## src/rtl/fir_pkg.sv

```systemverilog
// rtl/fir_pkg.sv - shared sizes and state encoding for the FIR sample feeder
package fir_pkg;

    localparam int DEPTH    = 64;
    localparam int IDX_W    = 6;
    localparam int SAMPLE_W = 16;

    typedef enum logic [1:0] {
        IDLE      = 2'd0,
        START     = 2'd1,
        WAIT_DONE = 2'd2
    } state_t;

endpackage

```

## src/rtl/fir_sample_feeder.sv

```systemverilog
// rtl/fir_sample_feeder.sv - ring buffer feeding audio samples to a FIR engine
//
// Purpose: stores incoming samples in a 64-entry ring, pulses ready_out to
// start the filter, waits for done_in (or a timeout), latches the result and
// holds at most one sample pending while the filter is busy.
//
// Ports:
//   clk_in          system clock, rising edge
//   rst_n_in        asynchronous active-low reset
//   sample_valid_in one-cycle strobe, sample_in holds a new sample
//   sample_in       signed audio sample
//   sample_out      ring buffer contents, index 0..63
//   offset_out      ring index of the newest sample
//   ready_out       one-cycle start pulse to the filter
//   done_in         filter completion pulse
//   filt_in         filter result, valid with done_in
//   filt_out        latched filter result
//   filt_valid_out  one-cycle pulse, filt_out updated
//   overrun_out     one-cycle pulse, a sample was dropped
//   timeout_out     one-cycle pulse, filter failed to respond
//   overrun_cnt_out saturating count of dropped samples
module fir_sample_feeder
    import fir_pkg::*;
#(
    parameter int TIMEOUT = 127
) (
    input  logic                       clk_in,
    input  logic                       rst_n_in,
    input  logic                       sample_valid_in,
    input  logic signed [SAMPLE_W-1:0] sample_in,
    output logic signed [SAMPLE_W-1:0] sample_out [DEPTH],
    output logic        [IDX_W-1:0]    offset_out,
    output logic                       ready_out,
    input  logic                       done_in,
    input  logic signed [SAMPLE_W-1:0] filt_in,
    output logic signed [SAMPLE_W-1:0] filt_out,
    output logic                       filt_valid_out,
    output logic                       overrun_out,
    output logic                       timeout_out,
    output logic        [7:0]          overrun_cnt_out
);

    localparam int CNT_W = $clog2(TIMEOUT + 1);

    state_t                     state, next_state;
    logic   [CNT_W-1:0]         wait_cnt;
    logic                       pend_full;
    logic signed [SAMPLE_W-1:0] pend_data;

    logic                       commit_en;
    logic signed [SAMPLE_W-1:0] commit_data;
    logic                       pend_load;
    logic                       pend_clear;
    logic                       drop;
    logic                       filt_latch;
    logic                       timeout_evt;
    logic                       finish;

    always_ff @(posedge clk_in or negedge rst_n_in) begin
        if (!rst_n_in) begin
            state <= IDLE;
        end else begin
            state <= next_state;
        end
    end

    always_comb begin
        next_state  = state;
        commit_en   = 1'b0;
        commit_data = sample_in;
        pend_load   = 1'b0;
        pend_clear  = 1'b0;
        drop        = 1'b0;
        filt_latch  = 1'b0;
        timeout_evt = 1'b0;
        finish      = 1'b0;
        ready_out   = 1'b0;

        case (state)
            IDLE: begin
                if (sample_valid_in) begin
                    commit_en  = 1'b1;
                    next_state = START;
                end
            end
            START: begin
                ready_out  = 1'b1;
                next_state = WAIT_DONE;
                if (sample_valid_in) begin
                    pend_load = !pend_full;
                    drop      = pend_full;
                end
            end
            WAIT_DONE: begin
                // A timeout finishes the wait exactly like done_in, minus the result latch.
                finish      = done_in || (wait_cnt == CNT_W'(TIMEOUT));
                filt_latch  = done_in;
                timeout_evt = !done_in && (wait_cnt == CNT_W'(TIMEOUT));
                if (finish) begin
                    if (pend_full) begin
                        commit_en   = 1'b1;
                        commit_data = pend_data;
                        next_state  = START;
                        // The new arrival refills the slot just vacated, so nothing is lost.
                        pend_load   = sample_valid_in;
                        pend_clear  = !sample_valid_in;
                    end else if (sample_valid_in) begin
                        commit_en  = 1'b1;
                        next_state = START;
                    end else begin
                        next_state = IDLE;
                    end
                end else if (sample_valid_in) begin
                    pend_load = !pend_full;
                    drop      = pend_full;
                end
            end
            default: next_state = IDLE;
        endcase
    end

    always_ff @(posedge clk_in or negedge rst_n_in) begin
        if (!rst_n_in) begin
            wait_cnt        <= '0;
            pend_full       <= 1'b0;
            pend_data       <= '0;
            offset_out      <= '0;
            filt_out        <= '0;
            filt_valid_out  <= 1'b0;
            overrun_out     <= 1'b0;
            timeout_out     <= 1'b0;
            overrun_cnt_out <= '0;
            for (int i = 0; i < DEPTH; i++) begin
                sample_out[i] <= '0;
            end
        end else begin
            // Counter restarts at 0 on every entry to WAIT_DONE.
            if (state == WAIT_DONE && next_state == WAIT_DONE) begin
                wait_cnt <= wait_cnt + 1'b1;
            end else begin
                wait_cnt <= '0;
            end

            if (pend_load) begin
                pend_full <= 1'b1;
                pend_data <= sample_in;
            end else if (pend_clear) begin
                pend_full <= 1'b0;
            end

            if (commit_en) begin
                offset_out                    <= offset_out + 1'b1;
                sample_out[offset_out + 1'b1] <= commit_data;
            end

            if (filt_latch) begin
                filt_out <= filt_in;
            end

            filt_valid_out <= filt_latch;
            overrun_out    <= drop;
            timeout_out    <= timeout_evt;

            if (drop && overrun_cnt_out != 8'hFF) begin
                overrun_cnt_out <= overrun_cnt_out + 1'b1;
            end
        end
    end

endmodule

```

## config.mk

```make
export PLATFORM = sky130hd
export DESIGN_NAME = fir_sample_feeder
export DESIGN_NICKNAME = d
export VERILOG_FILES = /design/src/rtl/fir_pkg.sv /design/src/rtl/fir_sample_feeder.sv
export SDC_FILE = /design/constraint.sdc
export NUM_CORES = 1
export LEC_CHECK = 0
export ABC_AREA = 0
export BUFFER_PORTS_ARGS = -buffer_cell sky130_fd_sc_hd__buf_2
export CAP_MARGIN = 10
export CELL_PAD_IN_SITES_DETAIL_PLACEMENT = 1
export CELL_PAD_IN_SITES_GLOBAL_PLACEMENT = 1
export CORE_AREA = 2 2 431 433
export CTS_CLUSTER_DIAMETER = 150
export DETAILED_ROUTE_END_ITERATION = 10
export DIE_AREA = 0 0 433 435
export PLACE_DENSITY_LB_ADDON = 0.1
export SKIP_CTS_REPAIR_TIMING = 1
export SYNTH_ARGS = -nofsm -noshare
export SYNTH_HDL_FRONTEND = slang
export SYNTH_SLANG_ARGS = --single-unit
```

## constraint.sdc

```tcl
create_clock -name clk_in -period 5.5 [get_ports clk_in]
set_input_delay 0.275 -clock clk_in [delete_from_list [all_inputs] [get_ports clk_in]]
set_output_delay 0.275 -clock clk_in [all_outputs]
set_load 0.02 [all_outputs]
```

==> flow_summary.ini <==
[outcome]
status = finished clean

[synth]
ys_types = 56
synth-async-reset-ratio_pct = 100
netlist_area_um2 = 42200
syn_inst = 2563
synth_edf_count = 0
synth_nets = 2606
synth_flop_cell = dfrtp_1
synth-seq-cells = 1083
avgSynthCellArea_um2 = 16.5
yosys_warnings = 0
yosysSeqAreaShare_pct = 64.2

[sta]
slew_viol_final = 0
setup_tns_ns = 0
setup_viol = 0
hold_viol_final = 0
fin_skew_ns = 0.0309
slew_headroom_pct = 20.6
fin_crit_sh_pct = 68.9
worst_pin_slew_ns = 1.19
fin_crit_ns = 3.79
max_clock_freq_ghz = 0.264
rsz0062_at_grt = no

[cells_and_area]
final_cell_area_um2 = 54900
multi_input_area_um2 = 13800
final_cell_mix = buf_2, dfrtp_1, mux2_2
fill_cells = 19678
area_growth_pct = 30.2
mostFrequentLayoutCell = buf_2
fin_nets = 3757
ff_latch_area_um2 = 27100
drive_gt1_share_pct = 65.4

[clock_network]
cts-buffers-inserted = 137
tritoncts = yes
clkTransAtPathRegs_ns = 0.06
clk_latency_ns = 0.77
cts.path.max_buffers = 3
clockRootBuffer = clkbuf_16
clock-sinks = 1083
h-tree-depth = 4

[die]
die_y_um = 435
io_pins = 1094
row_count = 158
start_util_pct = 22.9
fp.dieW_um = 433
dieArea_um2 = 188000
core_um2 = 184000

[worst_setup_path]
path_delay_family = simple AND/OR/NAND/NOR gates
rrSetupSlack_ns = 1.71
cp_cell_sequence = ha_1 -> xor2_1 -> nor3_1 -> o21ai_4 -> nor2_2 -> mux2_2
cp_num_buf_inv = 0
worstReg2RegStart = offset_out[0]
cpMaxStageDelayCell = nor2_2
worstSetupPathType = reg2reg
start_kind = flop
max_stage_delay_ns = 0.97
cp.required_ns = 6.14
crit_arrival_ns = 4.43
rr_endpoint = sample_out[620]
crit_path_end_kind = flop
crit_fanout = 16
rr_worst_depth = 6

[route]
drtIter0Drc = 1256
dr.pass1.iters = 4
wl_met3_um = 11000
vias = 26894
wl_um = 183000
met1_length_um = 70000
dr.max_layer_used = met4
route.met2.wl_um = 94600
vias_per_cell = 4.26
wl_per_cell_um = 29.0
ant_nets = 0
drc_errors = 0

[power]
ir_drop_v = 0.000247
p_leak_nw = 29.1
pwr_density_cell_nw_per_um2 = 493

[global_route]
antenna_found_initial = 26
grt.total_usage_pct = 19.2
grt_max_degree = 126
gr-total-overflow = 0
grt_pass1_vias = 28242
grt_pass1_wl_um = 251000

[placement]
portBuffers = 1093
routabilityCongestion = 0.732
placed_cell_area_um2 = 50100
dp_hpwl_um = 125000

[worst_hold_path]
min_path_type = in2async

[run]
maxCapViolations = 0
[registers in the layout, summed over array words and instances (netlist names), 2 cells and up]
signal and count:
sample_out 1024, filt_out 16, pend_data 16, overrun_cnt_out 8, wait_cnt 7, offset_out 6
state 2
[kinds of logic (layout without fill, tap and decap cells)]
family                     Yosys count  in the layout  synth area share (%)
muxes                             1077           1077                  28.8
DFF                               1083           1083                  64.2
other                                0             18                     0
AOI/OAI and AO/OA                   41             41                 0.958
adders and majority gates            7              7                 0.208
buffers and inverters              194           1443                  3.34
and+or+nand+nor                    144            144                  2.07
xor gates and xnor gates            17             17                 0.353
[power by group]
part           total [mW]  internal [mW]  switching [mW]
Clock                8.92           5.28            3.65
Sequential           10.4           9.58           0.852
Combinational        7.74           2.68            5.06
Total                27.1           17.5            9.56
[worst reg2reg max path, delay by kind of cell (launching register included)]
kind / cells / cell delay (ns)
AO/OA/AOI/OAI: 1 / 0.29
flip-flops: 1 / 0.76
XOR/XNOR: 1 / 0.26
AND/OR/NAND/NOR: 2 / 1.30
adder cells (fa/ha/maj): 1 / 0.62
multiplexers: 1 / 0.45
[layout make-up]
class	instances	area share (%)
sequential	1083	49.3
multi-input combinational	1286	25.1
timing repair buffer	1198	11.8
clock buffer	212	7.50
tap	2480	5.65
clock inverter	25	0.488
antenna	18	0.0820
inverter	8	0.0547
[worst max-delay path by stage]
stage | startpoint | to | slack, ns | cells after the start
2_1_floorplan | offset_out[1] | sample_out[152] | 2.88 | 7
3_3_place_gp | offset_out[0] | sample_out[555] | 1.50 | 6
3_5_place_dp | offset_out[0] | sample_out[621] | 1.59 | 6
4_1_cts | offset_out[0] | sample_out[620] | 1.60 | 6
5_1_grt | offset_out[0] | sample_out[615] | 1.38 | 6
6_report | offset_out[0] | sample_out[620] | 1.71 | 6
[cell usage after synthesis, types with 2 or more instances]
library cell,count,area share [%]
inv_1,7,0.062
a41o_1,2,0.047
buf_6,63,1.7
buf_4,43,0.77
o211ai_2,2,0.059
nand4_1,5,0.074
mux2_2,1040,28
nor4_1,2,0.030
buf_2,37,0.44
a31oi_1,3,0.044
xnor2_1,12,0.25
a21oi_1,9,0.11
nand2b_1,5,0.074
nand2_1,11,0.098
dfrtp_1,1083,64
nor2_1,27,0.24
mux2i_1,3,0.071
ha_1,7,0.21
and3_1,5,0.074
nor2_4,15,0.40
nor2b_1,4,0.059
nand3_1,11,0.13
o21ai_2,7,0.15
mux2_4,10,0.36
o2111ai_4,2,0.12
clkbuf_1,41,0.36
mux2_1,24,0.64
a41oi_1,2,0.042
xor2_1,5,0.10
o21ai_0,2,0.024
or2_1,2,0.030
nor3_1,6,0.071
nor2_2,43,0.64
[through the flow]
stage	utilization [%]	power [mW]	cells	hold WS, ns	setup WS [ns]
after global routing	29.8	28.4	6297	0.0816	1.38
after detailed placement	27.2	18.5	6020	0.379	1.59
after global placement	27.2	18.4	6018	0.382	1.50
after CTS	29.6	27.6	6257	-0.474	1.60
final	29.8	27.1	6310	0.0395	1.71
after floorplan	-	14.9	2563	-0.0206	2.88
[layer usage]
metal | up-vias | global-route usage (%)
li1 | 11303 | -
met1 | 14471 | 22.0
met2 | 854 | 33.7
met3 | 266 | 4.86
met4 | 0 | 8.18
met5 | - | 0
(Power assumes the default switching activity.)
